## config.mk

```make
export PLATFORM = sky130hd
export DESIGN_NAME = step
export DESIGN_NICKNAME = d
export VERILOG_FILES = /design/src/rtl/step.sv
export SDC_FILE = /design/constraint.sdc
export NUM_CORES = 1
export LEC_CHECK = 0
export CAP_MARGIN = 20
export CORE_AREA = 2 2 39 41
export CTS_BUF_LIST = sky130_fd_sc_hd__clkbuf_2
export CTS_CLUSTER_DIAMETER = 200
export DETAILED_ROUTE_END_ITERATION = 6
export DIE_AREA = 0 0 41 43
export HOLD_SLACK_MARGIN = 0.03
export PLACE_DENSITY = 0.55
export SETUP_SLACK_MARGIN = 0.1
export SLEW_MARGIN = 5
export SYNTH_ARGS = -nofsm -noshare
export SYNTH_HDL_FRONTEND = slang
export SYNTH_SLANG_ARGS = --single-unit
```

## constraint.sdc

```tcl
create_clock -name clk -period 3.85 [get_ports clk]
set_clock_uncertainty 0.2 [all_clocks]
set_input_delay 1.155 -clock clk [delete_from_list [all_inputs] [get_ports clk]]
set_output_delay 1.155 -clock clk [all_outputs]
set_load 0.05 [all_outputs]
```

## src/rtl/step.sv

```systemverilog
`timescale 1ns/1ps
// Free-running micro-step counter (0..STEPS-1) for the tiny16 control decoder, plus one-hot/first/last decodes.
// Latency: counter registered, decodes combinational from it. Backpressure: none, counts every edge.
module step #(
  parameter int STEPS = 8,
  parameter int CW    = 3
) (
  input  logic             clk,
  input  logic             rst,
  output logic [CW-1:0]    counter,
  output logic [STEPS-1:0] step_onehot,
  output logic             first,
  output logic             last
);

  localparam logic [CW-1:0] LAST_STEP = CW'(STEPS - 1);

  // Any value at or above the last step (including unreachable codes) loads 0.
  always_ff @(posedge clk or posedge rst) begin
    if (rst) begin
      counter <= '0;
    end else if (counter >= LAST_STEP) begin
      counter <= '0;
    end else begin
      counter <= counter + CW'(1);
    end
  end

  always_comb begin
    step_onehot = '0;
    for (int i = 0; i < STEPS; i++) begin
      if (counter == CW'(i)) begin
        step_onehot[i] = 1'b1;
      end
    end
  end

  assign first = (counter == '0);
  assign last  = (counter == LAST_STEP);

endmodule

```

; ---- Word level (Yosys, flattened, before mapping)
; Index checks and enable logic that the tools add are counted.
[word_totals]
regBits = 3
out_inout_bits = 13
word_cells = 20
[op_classes]
add_sub_neg = 1
n_lt_le_gt_ge = 1
n_eq_ne = 7
mux = 9
n_reduce_logical = 1
[ops]
columns = op, count
row1 = $eq A3 B3 Y1 const B, 4
row2 = $mux W1, 8
row3 = $eq A3 B2 Y1 const B, 2
row4 = $add A3 B1 Y3 const B, 1
row5 = $eq A3 B1 Y1 const B, 1
row6 = $ge A3 B3 Y1 const B, 1
row7 = $logic_not A3 Y1, 1
row8 = $mux W3, 1

; ---- Logic depth before layout (Yosys ltp)
; Gate-level depths: netlist (run 1).
[depth]
ltp_word = 2
ltp_mapped = 4
ltp_nobuf = 3

; ---- Worst setup path before layout (run 1)
; Ideal clock, no wire load.
[synth_path]
path_type = flip-flop to output port
from = register counter[0]
to = output step_onehot[7]
t_arrival_ns = 1.792
t_required_ns = 2.495
path_slack_ns = 0.703
stages_incl_launch_ff = 4
cell_sequence = dfrtp_1 > ha_1 > ha_1 > buf_4
[synth_via]
elab_chain_cells = 2
[synth_lines]
columns = element, line
row1 = start: declaration, 10  ; output logic [CW-1:0] counter,
row2 = start signal: assignment, 25  ; counter <= counter + CW'(1);
row3 = $eq A3 B3 Y1, n/a
row4 = via last, 13  ; output logic last
row5 = $mux W1, 32  ; if (counter == CW'(i)) begin
row6 = end: declaration, 11  ; output logic [STEPS-1:0] step_onehot,
; The timed path passes the listed nets, and every way through them passes these cells.

; ---- Worst setup path in the final report (run 1)
[layout_path]
from = register counter[0]
to = output step_onehot[7]
[layout_via]
elab_chain_cells = 2
[layout_lines]
columns = element, line
row1 = $eq A3 B3 Y1, 32
row2 = $mux W1, 32
; No other way between the ends.

==> results of run 1 <==
## cell families (layout without fill, tap and decap cells)
logic type    count (synthesis)  in the layout
simple gates                 10             10
flops                         3              3
buf+inv                       6             22
fa+ha+maj                     6              6
## metal layers
| layer | vias up | wire length, um | part of all wire | GRT usage |
|---|---|---|---|---|
| met5 | - | 0 | 0 | 0 |
| met4 | 0 | 0 | 0 | 0.0400 |
| met3 | 0 | 67 | 0.15 | 0.0524 |
| met2 | 13 | 191 | 0.41 | 0.0938 |
| met1 | 94 | 203 | 0.44 | 0.0774 |
| li1 | 107 | - | - | - |
## metrics by stage
step	util	area, um^2	instances
floorplan	-	267	25
global placement	0.297	412	53
detailed placement	0.297	412	53
CTS	0.312	432	57
global route	0.312	432	57
finish	0.312	432	57
## synth_stat cells
cell     instances
dfrtp_1          3
ha_1             6
nor3b_2          1
nor2_1           1
and2_2           3
and3_4           1
buf_4            2
and2b_2          3
nor3_2           1
inv_1            4
## layout make-up
class / instances / area (um^2) / share of cell area
clock buffers: 4 / 20.0 / 0.0464
inverters: 4 / 15.0 / 0.0348
multi-input cells: 16 / 161 / 0.374
flip-flops and latches: 3 / 75.1 / 0.174
well taps: 16 / 20.0 / 0.0464
repair buffers: 14 / 140 / 0.325
## worst max path at each step
| stage | start | end | slack, ns | cells after the start |
|---|---|---|---|---|
| 6_report | counter[0]$_DFF_PP0_ | step_onehot[7] | 0.55 | 3 |
| 5_1_grt | counter[0]$_DFF_PP0_ | step_onehot[7] | 0.47 | 3 |
| 4_1_cts | counter[0]$_DFF_PP0_ | step_onehot[7] | 0.51 | 3 |
| 3_5_place_dp | counter[0]$_DFF_PP0_ | step_onehot[7] | 0.76 | 3 |
| 3_3_place_gp | counter[0]$_DFF_PP0_ | last | 0.79 | 3 |
| 2_1_floorplan | counter[0]$_DFF_PP0_ | step_onehot[7] | 0.70 | 3 |
## power groups by stage
stage / clock network (mW) / logic [mW] / registers (mW)
final: 0.0431 / 0.00162 / 0.0317
after CTS: 0.0456 / 0.00172 / 0.0317
after detailed placement: 0 / 0.00168 / 0.0321
after global placement: 0 / 0.00168 / 0.0321
after floorplan: 0 / 0.000548 / 0.0321
after global routing: 0.0479 / 0.00193 / 0.0316
==> summary.md, run 1 <==
| Metric | Value |
|---|---|
| Synth Register Bits | 3 |
| Hold-fix buffer count after cts | 0 |
| Worst R2R Setup Slack | 2.45 ns |
| Share of layout cells above drive strength 1 | 0.317 |
| Post-synthesis adder-cell area fraction | 0.282 |
| Largest area contributor in the netlist | dfrtp_1 |
| Worst hold path class | reg2reg |
| WHS Path Cells | 1 |
| Crit path required time | 2.49 ns |
| Sw Share | 0.214 |
| Critical Path End Type | primary output |
| Largest net degree at the start of global routing | 11 |
| Share of total power in the clock network | 0.564 |
| CP Max Fanout | 6 |
| Starting Density | 0.193 |
| Max-Cap Viols | 0 |
| Worst-path clk slew | 0.04 ns |
| Syn Area/Cell | 10.7 um^2 |
| Final hold slack | 0.353 ns |
| Fillers | 157 |
| Core box area | 0.00138 mm^2 |
| P&R area growth vs syn | 62.0% |
| Cells along the critical path | ha_1, ha_1, clkdlybuf4s50_1 |
| CTS tree | built |
| Largest family of logic cells by synthesized area | simple AND/OR/NAND/NOR gates |
| Die Ht | 43 um |
| Post-CTS Setup Inserts | 0 |
| Top-area cell type share of the netlist area | 0.282 |
| Routed WL per cell | 8.09 um |
| Min Tclk post-route | 3.30 ns |
| Initial antenna violation count | 0 |
| Io pins | 15 |
| Hold endpoint | counter[0]$_DFF_PP0_ |
| Clock Sinks | 3 |
| Sequential Power Share | 0.415 |
| DP HPWL | 359 um |
| Outcome | finished clean |
| Hold Path Origin | counter[0]$_DFF_PP0_ |
| Final Hold Fails | 0 |
| Yosys warnings | 0 |
| NetSw | 16.3 uW |
| Vias in the first global route | 193 |
| Worst EP arrival | 1.94 ns |
| First-pass GRT wire length | 800 um |
| I/O Buffers | 14 |
| CTS root buf | clkbuf_2 |
| FP Rows | 14 |
| Post-synthesis compound-gate area fraction | 0 |
| Peak supply drop | 0.000178 V |
| Post-cts sizing count | 0 |
| Most frequent cells in the layout | clkdlybuf4s50_1, ha_1, inv_1, clkbuf_2 |
| Total Power | 76.4 uW |
| CP top delay family | buffers and inverters |
| Synth Area in Simple Gates | 0.324 |
| Reg with most FFs | counter |
| Die width | 41 um |
| Max reg flops | 3 |
| Final Setup Violations | 0 |
| Post-Syn Area | 267 um^2 |
| Relative slew slack | 0.666 |
| Full die area | 0.00176 mm^2 |
| Crit Path Class | reg2out |
| Int Power | 60.0 uW |
| Crit Reg-Reg Startpoint | counter[0]$_DFF_PP0_ |
| Worst reg2reg path endpoint | counter[2]$_DFF_PP0_ |
| DR pass1 iterations | 6 |
| Iteration-0 DRC Markers | 1 |
| Vias per Instance | 3.75 |
| Fin crit share | 0.856 |
| CTS H-tree lvls | 1 |
| Overall routing resource usage | 0.0704 |
| Antenna Cells | 0 |
| Num CTS Buffers | 3 |
| Total Wirelength | 461 um |
| Post-route DRC | 0 |
| Total gr overflow | 0 |
| Max Fclk | 303 MHz |
| RSZ-0062 raised after global routing | false |
| Final Max Tran Viols | 0 |
| NumNets Final | 50 |
| Pwr dens | 177 mW/mm^2 |
| Comb power frac | 0.021 |
| Most common cell after layout, fill and taps aside | clkdlybuf4s50_1 |
| PnR worst setup slack | 0.554 ns |
| Gpl congestion | 0.588 |
| Lkg Pwr | 0.208 nW |
| Worst setup SP type | flop |
| Syn Nets | 33 |
| Dominant cells by area after synthesis | dfrtp_1, ha_1, and2b_2 |
| Crit path largest cell delay | 0.84 ns |
| Worst slew pin tran | 0.500 ns |
| Post-synthesis mux area share | 0 |
| Largest regs | counter x3 |
| Count of cell types in the netlist | 10 |
| Bufs and invs on worst path | 1 |
| Final setup TNS | 0 ns |
| Clk_lat worst skew | 0.20 ns |
| Slowest CP cell | clkdlybuf4s50_1 |
| Remaining antenna violation count | 0 |
| R2R cell count | 3 |
| Pre-CTS setup slack | 0.758 ns |
| Most used cell, CP | ha_1 |
| Sequential area share after synthesis | 0.282 |
| Vias | 214 |
| Clock Path Buffers | 2 |
| Post-synthesis xor/xnor area fraction | 0 |
| Cell count after synthesis | 25 |
Note: power is estimated with default switching activity, not from simulation.
==> inputs of run 2 (changes only) <==
--- a/config.mk
+++ b/config.mk
@@ -6,11 +6,11 @@
 export NUM_CORES = 1
 export LEC_CHECK = 0
 export CAP_MARGIN = 20
-export CORE_AREA = 2 2 39 41
+export CORE_AREA = 5 5 42 44
 export CTS_BUF_LIST = sky130_fd_sc_hd__clkbuf_2
 export CTS_CLUSTER_DIAMETER = 200
 export DETAILED_ROUTE_END_ITERATION = 6
-export DIE_AREA = 0 0 41 43
+export DIE_AREA = 0 0 47 49
 export HOLD_SLACK_MARGIN = 0.03
 export PLACE_DENSITY = 0.55
 export SETUP_SLACK_MARGIN = 0.1
==> run 2 against run 1 <==
  * Clock-buffer cell count stayed put
  * Clock power fell by 1%
  * Die area grew 31%
  * Cell area is the same
  * Global-route usage decreased by 1.9 points
  * Via count is 1.4% lower
  * Total power is 0.73% lower
  * Largest cell class unchanged
  * Sequential share of layout area unchanged
  * Sequential cell count unchanged
  * Sequential power hardly changed
  * Critical endpoint is now last
  * First-iteration DRC count increased to 3.0 times the previous value
  * Highest routed layer unchanged
==> summary.md, run 2 (synthesis results as in run 1) <==
| Metric | Value |
|---|---|
| Vias in the first global route | 188 |
| Overall routing resource usage | 0.0515 |
| Total gr overflow | 0 |
| Largest regs | counter x3 |
| Area post-placement | 412 um^2 |
| Cells along the critical path | ha_1, ha_1, clkdlybuf4s50_1 |
| Final Cell Area | 432 um^2 |
| Reg with most FFs | counter |
| Pwr dens | 176 mW/mm^2 |
| Core box area | 0.00140 mm^2 |
| Worst slew pin tran | 0.508 ns |
| Antenna Cells | 0 |
| Die width | 47 um |
| Post-CTS Setup Inserts | 0 |
| Worst setup SP type | flop |
| Largest net degree at the start of global routing | 11 |
| Outcome | finished clean |
| FF/Latch Area | 75.1 um^2 |
| Fin crit share | 0.855 |
| DR pass1 iterations | 2 |
| Crit path required time | 2.49 ns |
| Clock Path Buffers | 2 |
| Pre-CTS setup slack | 0.755 ns |
| Vias per Instance | 3.70 |
| Worst EP arrival | 1.94 ns |
| Num CTS Buffers | 3 |
| Routed WL per cell | 8.98 um |
| CTS root buf | clkbuf_2 |
| Hold-fix buffer count after cts | 0 |
| Most used cell, CP | ha_1 |
| DP Cell Count | 53 |
| Clk_lat worst skew | 0.20 ns |
| Worst-path clk slew | 0.04 ns |
| Starting Density | 0.190 |
| Critical Path End Type | primary output |
| Max Fclk | 304 MHz |
| Multi-input gate area | 161 um^2 |
| Share of layout cells above drive strength 1 | 0.317 |
| Most common cell after layout, fill and taps aside | clkdlybuf4s50_1 |
| Full die area | 0.00230 mm^2 |
| Worst hold path class | reg2reg |
| CP Max Fanout | 6 |
| Clock Sinks | 3 |
| RSZ-0062 raised after global routing | false |
| CTS tree | built |
| Initial antenna violation count | 0 |
| PnR worst setup slack | 0.557 ns |
| DP HPWL | 429 um |
| Relative slew slack | 0.660 |
| I/O Buffers | 14 |
| Total Wirelength | 512 um |
| Final setup TNS | 0 ns |
| Fillers | 159 |
| Iteration-0 DRC Markers | 3 |
| CP top delay family | buffers and inverters |
| Final Max Tran Viols | 0 |
| Most frequent cells in the layout | clkdlybuf4s50_1, ha_1, inv_1, clkbuf_2 |
| Post-cts sizing count | 0 |
| First-pass GRT wire length | 814 um |
| NumNets Final | 50 |
| Max-Cap Viols | 0 |
| Bufs and invs on worst path | 1 |
| Non-Filler Instances | 57 |
| Min Tclk post-route | 3.29 ns |
| Post-route DRC | 0 |
| Io pins | 15 |
| Die Ht | 49 um |
| Vias | 211 |
| Crit Path Class | reg2out |
| P&R area growth vs syn | 62.0% |
| Crit path largest cell delay | 0.84 ns |
| CTS H-tree lvls | 1 |
| Peak supply drop | 0.000167 V |
| Final Hold Fails | 0 |
| FP Rows | 14 |
| Remaining antenna violation count | 0 |
| Slowest CP cell | clkdlybuf4s50_1 |
| Final Setup Violations | 0 |
| Gpl congestion | 0.685 |
| Lkg Pwr | 0.208 nW |
| Total Power | 75.8 uW |
| Max reg flops | 3 |
## run 2: cell counts in the layout (fill, tap and decap cells not counted)
Identical to the previous run, type by type.
## run 2: worst register-to-register path, cell delays in order (launching register included)
cell	delay, ns
dfrtp_1	0.44
ha_1	0.25
ha_1	0.25
nor3_2	0.19
## run 2: power breakdown
part | switching, mW | internal, mW
clock | 0.0151 | 0.0274
combinational | 0.000648 | 0.000949
sequential | 0 | 0.0317
total | 0.0158 | 0.0600
## run 2: metal layers
layer,part of all wire,vias up,track usage
met4,0,0,0.0276
met3,0.17,0,0.0517
li1,-,107,-
met1,0.44,89,0.0596
met2,0.39,15,0.0588
met5,0,-,0
## run 2: worst paths after layout
kind / startpoint / endpoint / slack [ns] / cells after the start
hold reg to reg: counter[0]$_DFF_PP0_ / counter[0]$_DFF_PP0_ / 0.36 / 1
setup / recovery: counter[0]$_DFF_PP0_ / last / 0.56 / 3
hold / removal: counter[0]$_DFF_PP0_ / counter[0]$_DFF_PP0_ / 0.36 / 1
min in group asynchronous: rst / counter[1]$_DFF_PP0_ / 0.92 / 2
max in group asynchronous: rst / counter[2]$_DFF_PP0_ / 2.40 / 2
setup reg to reg: counter[0]$_DFF_PP0_ / counter[2]$_DFF_PP0_ / 2.45 / 3
## run 2: stage by stage
stage	utilization	hold slack, ns
finish	0.308	0.356
global route	0.308	0.399
CTS	0.308	0.366
detailed placement	0.294	0.360
global placement	0.294	0.341
floorplan	-	0.585
## run 2: final cells by class
cell class                 count  share of cell area
timing repair buffer          14               0.325
sequential                     3               0.174
tap                           16              0.0464
clock buffer                   4              0.0464
inverter                       4              0.0348
multi-input combinational     16               0.374
==> inputs of run 3 (changes only) <==
--- a/config.mk
+++ b/config.mk
@@ -12,6 +12,7 @@
 export DETAILED_ROUTE_END_ITERATION = 6
 export DIE_AREA = 0 0 47 49
 export HOLD_SLACK_MARGIN = 0.03
+export MAX_ROUTING_LAYER = met4
 export PLACE_DENSITY = 0.55
 export SETUP_SLACK_MARGIN = 0.1
 export SLEW_MARGIN = 5
==> run 3 against run 2 <==
  * Global-route usage is 0.13 points higher
  * Routed wire length stayed put
  * Clock-buffer cell count stayed put
  * Sequential power hardly changed
  * Cell count stayed put
  * Register-to-register slack hardly changed
  * Total power hardly changed
  * Sequential share of layout area stayed put
  * Maximum frequency hardly changed
  * Clock power hardly changed
  * Largest cell class unchanged
  * Highest routed layer unchanged
==> summary.md, run 3 (synthesis results as in run 1) <==
| Metric | Value |
|---|---|
| Share of total power in the clock network | 0.561 |
| Slowest CP cell | clkdlybuf4s50_1 |
| Iteration-0 DRC Markers | 3 |
| Num CTS Buffers | 3 |
| Critical Path End Type | primary output |
| Vias in the first global route | 187 |
| Total Wirelength | 512 um |
| DR pass1 iterations | 2 |
| Min Tclk post-route | 3.29 ns |
| Multi-input gate area | 161 um^2 |
| Instance count on the critical path | 3 |
| Reg with most FFs | counter |
| Largest net degree at the start of global routing | 11 |
| Fin crit share | 0.856 |
| Largest regs | counter x3 |
| Starting Density | 0.190 |
| Most used cell, CP | ha_1 |
| Metal2 WL | 198 um |
| CTS root buf | clkbuf_2 |
| Overall routing resource usage | 0.0528 |
| Total gr overflow | 0 |
| Crit Reg-Reg Startpoint | counter[0]$_DFF_PP0_ |
| Met3 routed WL | 87 um |
| Worst-path clk slew | 0.04 ns |
| Sw Share | 0.208 |
| WHS Path Cells | 1 |
| Clock Path Buffers | 2 |
| Worst hold path class | reg2reg |
| Io pins | 15 |
| Worst reg2reg path endpoint | counter[2]$_DFF_PP0_ |
| Final Hold Fails | 0 |
| Antenna Cells | 0 |
| Most frequent cells in the layout | clkdlybuf4s50_1, ha_1, inv_1, clkbuf_2 |
| Crit path largest cell delay | 0.84 ns |
| Max reg flops | 3 |
| Routed WL per cell | 8.98 um |
| Core box area | 0.00140 mm^2 |
| Final hold slack | 0.356 ns |
| P&R area growth vs syn | 62.0% |
| Post-cts sizing count | 0 |
| Pwr dens | 176 mW/mm^2 |
| Gpl congestion | 0.692 |
| FF/Latch Area | 75.1 um^2 |
| CTS H-tree lvls | 1 |
| Post-CTS Setup Inserts | 0 |
| Int Power | 60.0 uW |
| CP Capture Point | last |
| Peak supply drop | 0.000167 V |
| NumNets Final | 50 |
| RSZ-0062 raised after global routing | false |
| DP HPWL | 429 um |
| Most common cell after layout, fill and taps aside | clkdlybuf4s50_1 |
| Max-Cap Viols | 0 |
| Critical path launch point | counter[0]$_DFF_PP0_ |
| Final Max Tran Viols | 0 |
| Hold-fix buffer count after cts | 0 |
| Full die area | 0.00230 mm^2 |
| Vias per Instance | 3.74 |
| Comb power frac | 0.021 |
| Vias | 213 |
| Worst R2R Setup Slack | 2.45 ns |
| Clk_lat worst skew | 0.20 ns |
| Final Setup Violations | 0 |
| Final setup TNS | 0 ns |
| Remaining antenna violation count | 0 |
| Worst setup SP type | flop |
| R2R cell count | 3 |
| Lkg Pwr | 0.208 nW |
| First-pass GRT wire length | 814 um |
| FP Rows | 14 |
| Die width | 47 um |
| Bufs and invs on worst path | 1 |
| Clock Sinks | 3 |
| Crit Path Class | reg2out |
| Worst EP arrival | 1.94 ns |
| Max Fclk | 304 MHz |
| Share of layout cells above drive strength 1 | 0.317 |
| Relative slew slack | 0.660 |
| Top routing layer used | met3 |
| CP Max Fanout | 6 |
| Initial antenna violation count | 0 |
| Worst slew pin tran | 0.508 ns |
| Fillers | 159 |
| Crit path required time | 2.49 ns |
| CTS tree | built |
| Sequential Power Share | 0.418 |
| I/O Buffers | 14 |
| Post-route DRC | 0 |
| NetSw | 15.8 uW |
| DRT met1 WL | 226 um |
| Outcome | finished clean |
| Cells along the critical path | ha_1, ha_1, clkdlybuf4s50_1 |
| Die Ht | 49 um |
| CP top delay family | buffers and inverters |
-- run 3: layer usage --
metal	global-route usage	up-vias
met2	0.0588	17
met4	0.0276	0
met1	0.0618	89
met3	0.0480	0
li1	-	107
met5	-	-
-- run 3: power groups by stage --
| stage | logic (mW) | clock network [mW] | registers [mW] |
|---|---|---|---|
| after floorplan | 0.000548 | 0 | 0.0321 |
| after global placement | 0.00167 | 0 | 0.0321 |
| after detailed placement | 0.00168 | 0 | 0.0321 |
| after CTS | 0.00169 | 0.0448 | 0.0317 |
| after global routing | 0.00187 | 0.0490 | 0.0316 |
| final | 0.00160 | 0.0425 | 0.0317 |
-- run 3: worst min path at each step --
stage / end / slack (ns) / startpoint
after floorplan: counter[0]$_DFF_PP0_ / 0.58 / counter[0]$_DFF_PP0_
after global placement: counter[0]$_DFF_PP0_ / 0.34 / counter[0]$_DFF_PP0_
after detailed placement: counter[0]$_DFF_PP0_ / 0.36 / counter[0]$_DFF_PP0_
after CTS: counter[0]$_DFF_PP0_ / 0.37 / counter[0]$_DFF_PP0_
after global routing: counter[0]$_DFF_PP0_ / 0.40 / counter[0]$_DFF_PP0_
final: counter[0]$_DFF_PP0_ / 0.36 / counter[0]$_DFF_PP0_
-- run 3: metrics by stage --
step                      cell area [um^2]  worst slack, ns  cells  power, mW   util
after floorplan                        267            0.703     25     0.0327      -
after global placement                 412            0.787     53     0.0338  0.294
after detailed placement               412            0.755     53     0.0338  0.294
after CTS                              432            0.526     57     0.0781  0.308
after global routing                   432            0.396     57     0.0825  0.308
final                                  432            0.556     57     0.0758  0.308
-- run 3: final cells by class --
| type | instances | area share |
|---|---|---|
| Multi-Input combinational cell | 16 | 0.374 |
| Inverter | 4 | 0.0348 |
| Tap cell | 16 | 0.0464 |
| Timing Repair Buffer | 14 | 0.325 |
| Clock buffer | 4 | 0.0464 |
| Sequential cell | 3 | 0.174 |
==> RTL edit (config.mk and constraints of run 1) <==
The parameter `STEPS` goes from 8 to 16.
--- a/src/rtl/step.sv
+++ b/src/rtl/step.sv
@@ -4,3 +4,3 @@
 module step #(
-  parameter int STEPS = 8,
+  parameter int STEPS = 16,
   parameter int CW    = 3
Ports: changed (resized step_onehot); port bits go from 15 to 23. The function was not compared with the original's and may differ.
==> RTL edit against run 1 <==
Non-clock buffer count increased by 8; setup slack got worse by 0.034 ns; first-iteration DRC count decreased by 100%; sequential cell count unchanged; routed wire length increased by 20%; power increased by 0.80%; design area increased by 19%; synthesized area increased by 23%.
==> RTL edit: results (changes against run 1) <==
[place]
portBuffers=22  ; +8
gp_congestion=0.6640  ; +13%
dp_slack_ns=0.7359  ; -0.02160 ns

[timing]
finalCritPeriodShare_pct=86.50  ; +0.88 points
slew_headroom_pct=66.53  ; about the same

[yosys]
ys_types=10  ; unchanged
ys_seq_area_share_pct=22.99  ; -5.2 points
synthXorXnorAreaFrac_pct=0  ; unchanged
synth_top_cells_by_count=10 x buf_4, 6 x ha_1, 4 x inv_1
synth_area_leaders=buf_4 23%, dfrtp_1 23%, ha_1 23%, and2b_2 8.0%, and2_2 6.9%
synth-compound-area-share_pct=0  ; unchanged
synth_adder_area_share_pct=22.99  ; -5.2 points
synth_nets=41  ; +24%
yosysWarningCount=0  ; unchanged

[power]
p_sw_mw=0.01695  ; +3.8%
irDropWorstVdd_uv=105.5  ; -41%
p_leak_nw=0.2363  ; +14%
comb-power_mw=0.00163
p_per_area_mw_per_mm2=150.4  ; -15%
powerSeq_mw=0.0317  ; about the same

[detailed_routing]
vias=246  ; +15%
dr.pass1.iters=1  ; -5
drt-wirelength-per-cell_um=8.508  ; +5.2%
drt_iter0_drc=0  ; -1

[clock_tree]
cts_setup_buffers=0  ; unchanged
ctsHtreeMaxLevel=1  ; unchanged
clk_latency_ns=0.20  ; about the same
clockBufferDepth=2  ; unchanged
cts_root_buffer=clkbuf_2

[worst_hold_path]
worstHoldPathType=register to register
min_to=counter[0]$_DFF_PP0_
worstHoldPathCells=1  ; unchanged

[layout]
drive_gt1_share_pct=26.53  ; -5.2 points
num-nets-final=58  ; +16%
n_fill_cell=147  ; -6.4%
reg_top3=counter: 3 flops
regMostFlops=counter

[critical_path]
worstSetupEndpoint=step_onehot[15]
r2r-end=counter[2]$_DFF_PP0_
r2r_start=counter[0]$_DFF_PP0_
critical_path.slowest_cell=clkdlybuf4s50_1
rrSetupSlack_ns=2.44
worstSetupPathType=register to output pin
worstPathArrival_ns=1.98  ; +0.04 ns
cpPeakStageDelay_ns=0.85

[grt]
grt_pass1_wl_um=731  ; -8.6%
grt_pass1_vias=194  ; +0.52%
antenna_found_initial=0  ; unchanged
grt_usage_pct=6.552  ; -0.48 points
grt_max_degree=11  ; unchanged

[status]
status=completed

## RTL edit: metrics by stage
step	instance area, um^2	hold WS [ns]	util (%)	std cells
floorplan	326.6	0.5846	-	33
global placement	491.7	0.3337	35.53	61
detailed placement	491.7	0.3644	35.53	61
CTS	511.7	0.3674	36.98	65
global route	511.7	0.3874	36.98	65
finish	511.7	0.3608	36.98	65
## RTL edit: area by class of cell
class,count,area [um^2],area share [%]
multi-input combinational,16,161.4,31.54
inverter,4,15.01,2.934
sequential,3,75.07,14.67
tap,16,20.02,3.912
clock buffer,4,20.02,3.912
timing repair buffer,22,220.2,43.03
## RTL edit: layer usage
| metal | vias up | share of wire, % | wire [um] | global-route usage [%] |
|---|---|---|---|---|
| met2 | 22 | 38 | 208 | 8.750 |
| met4 | 0 | 2.7 | 15 | 8.000 |
| met3 | 2 | 16 | 87 | 1.571 |
| li1 | 122 | - | - | - |
| met1 | 100 | 44 | 241 | 7.166 |
| met5 | - | 0 | 0 | 0 |
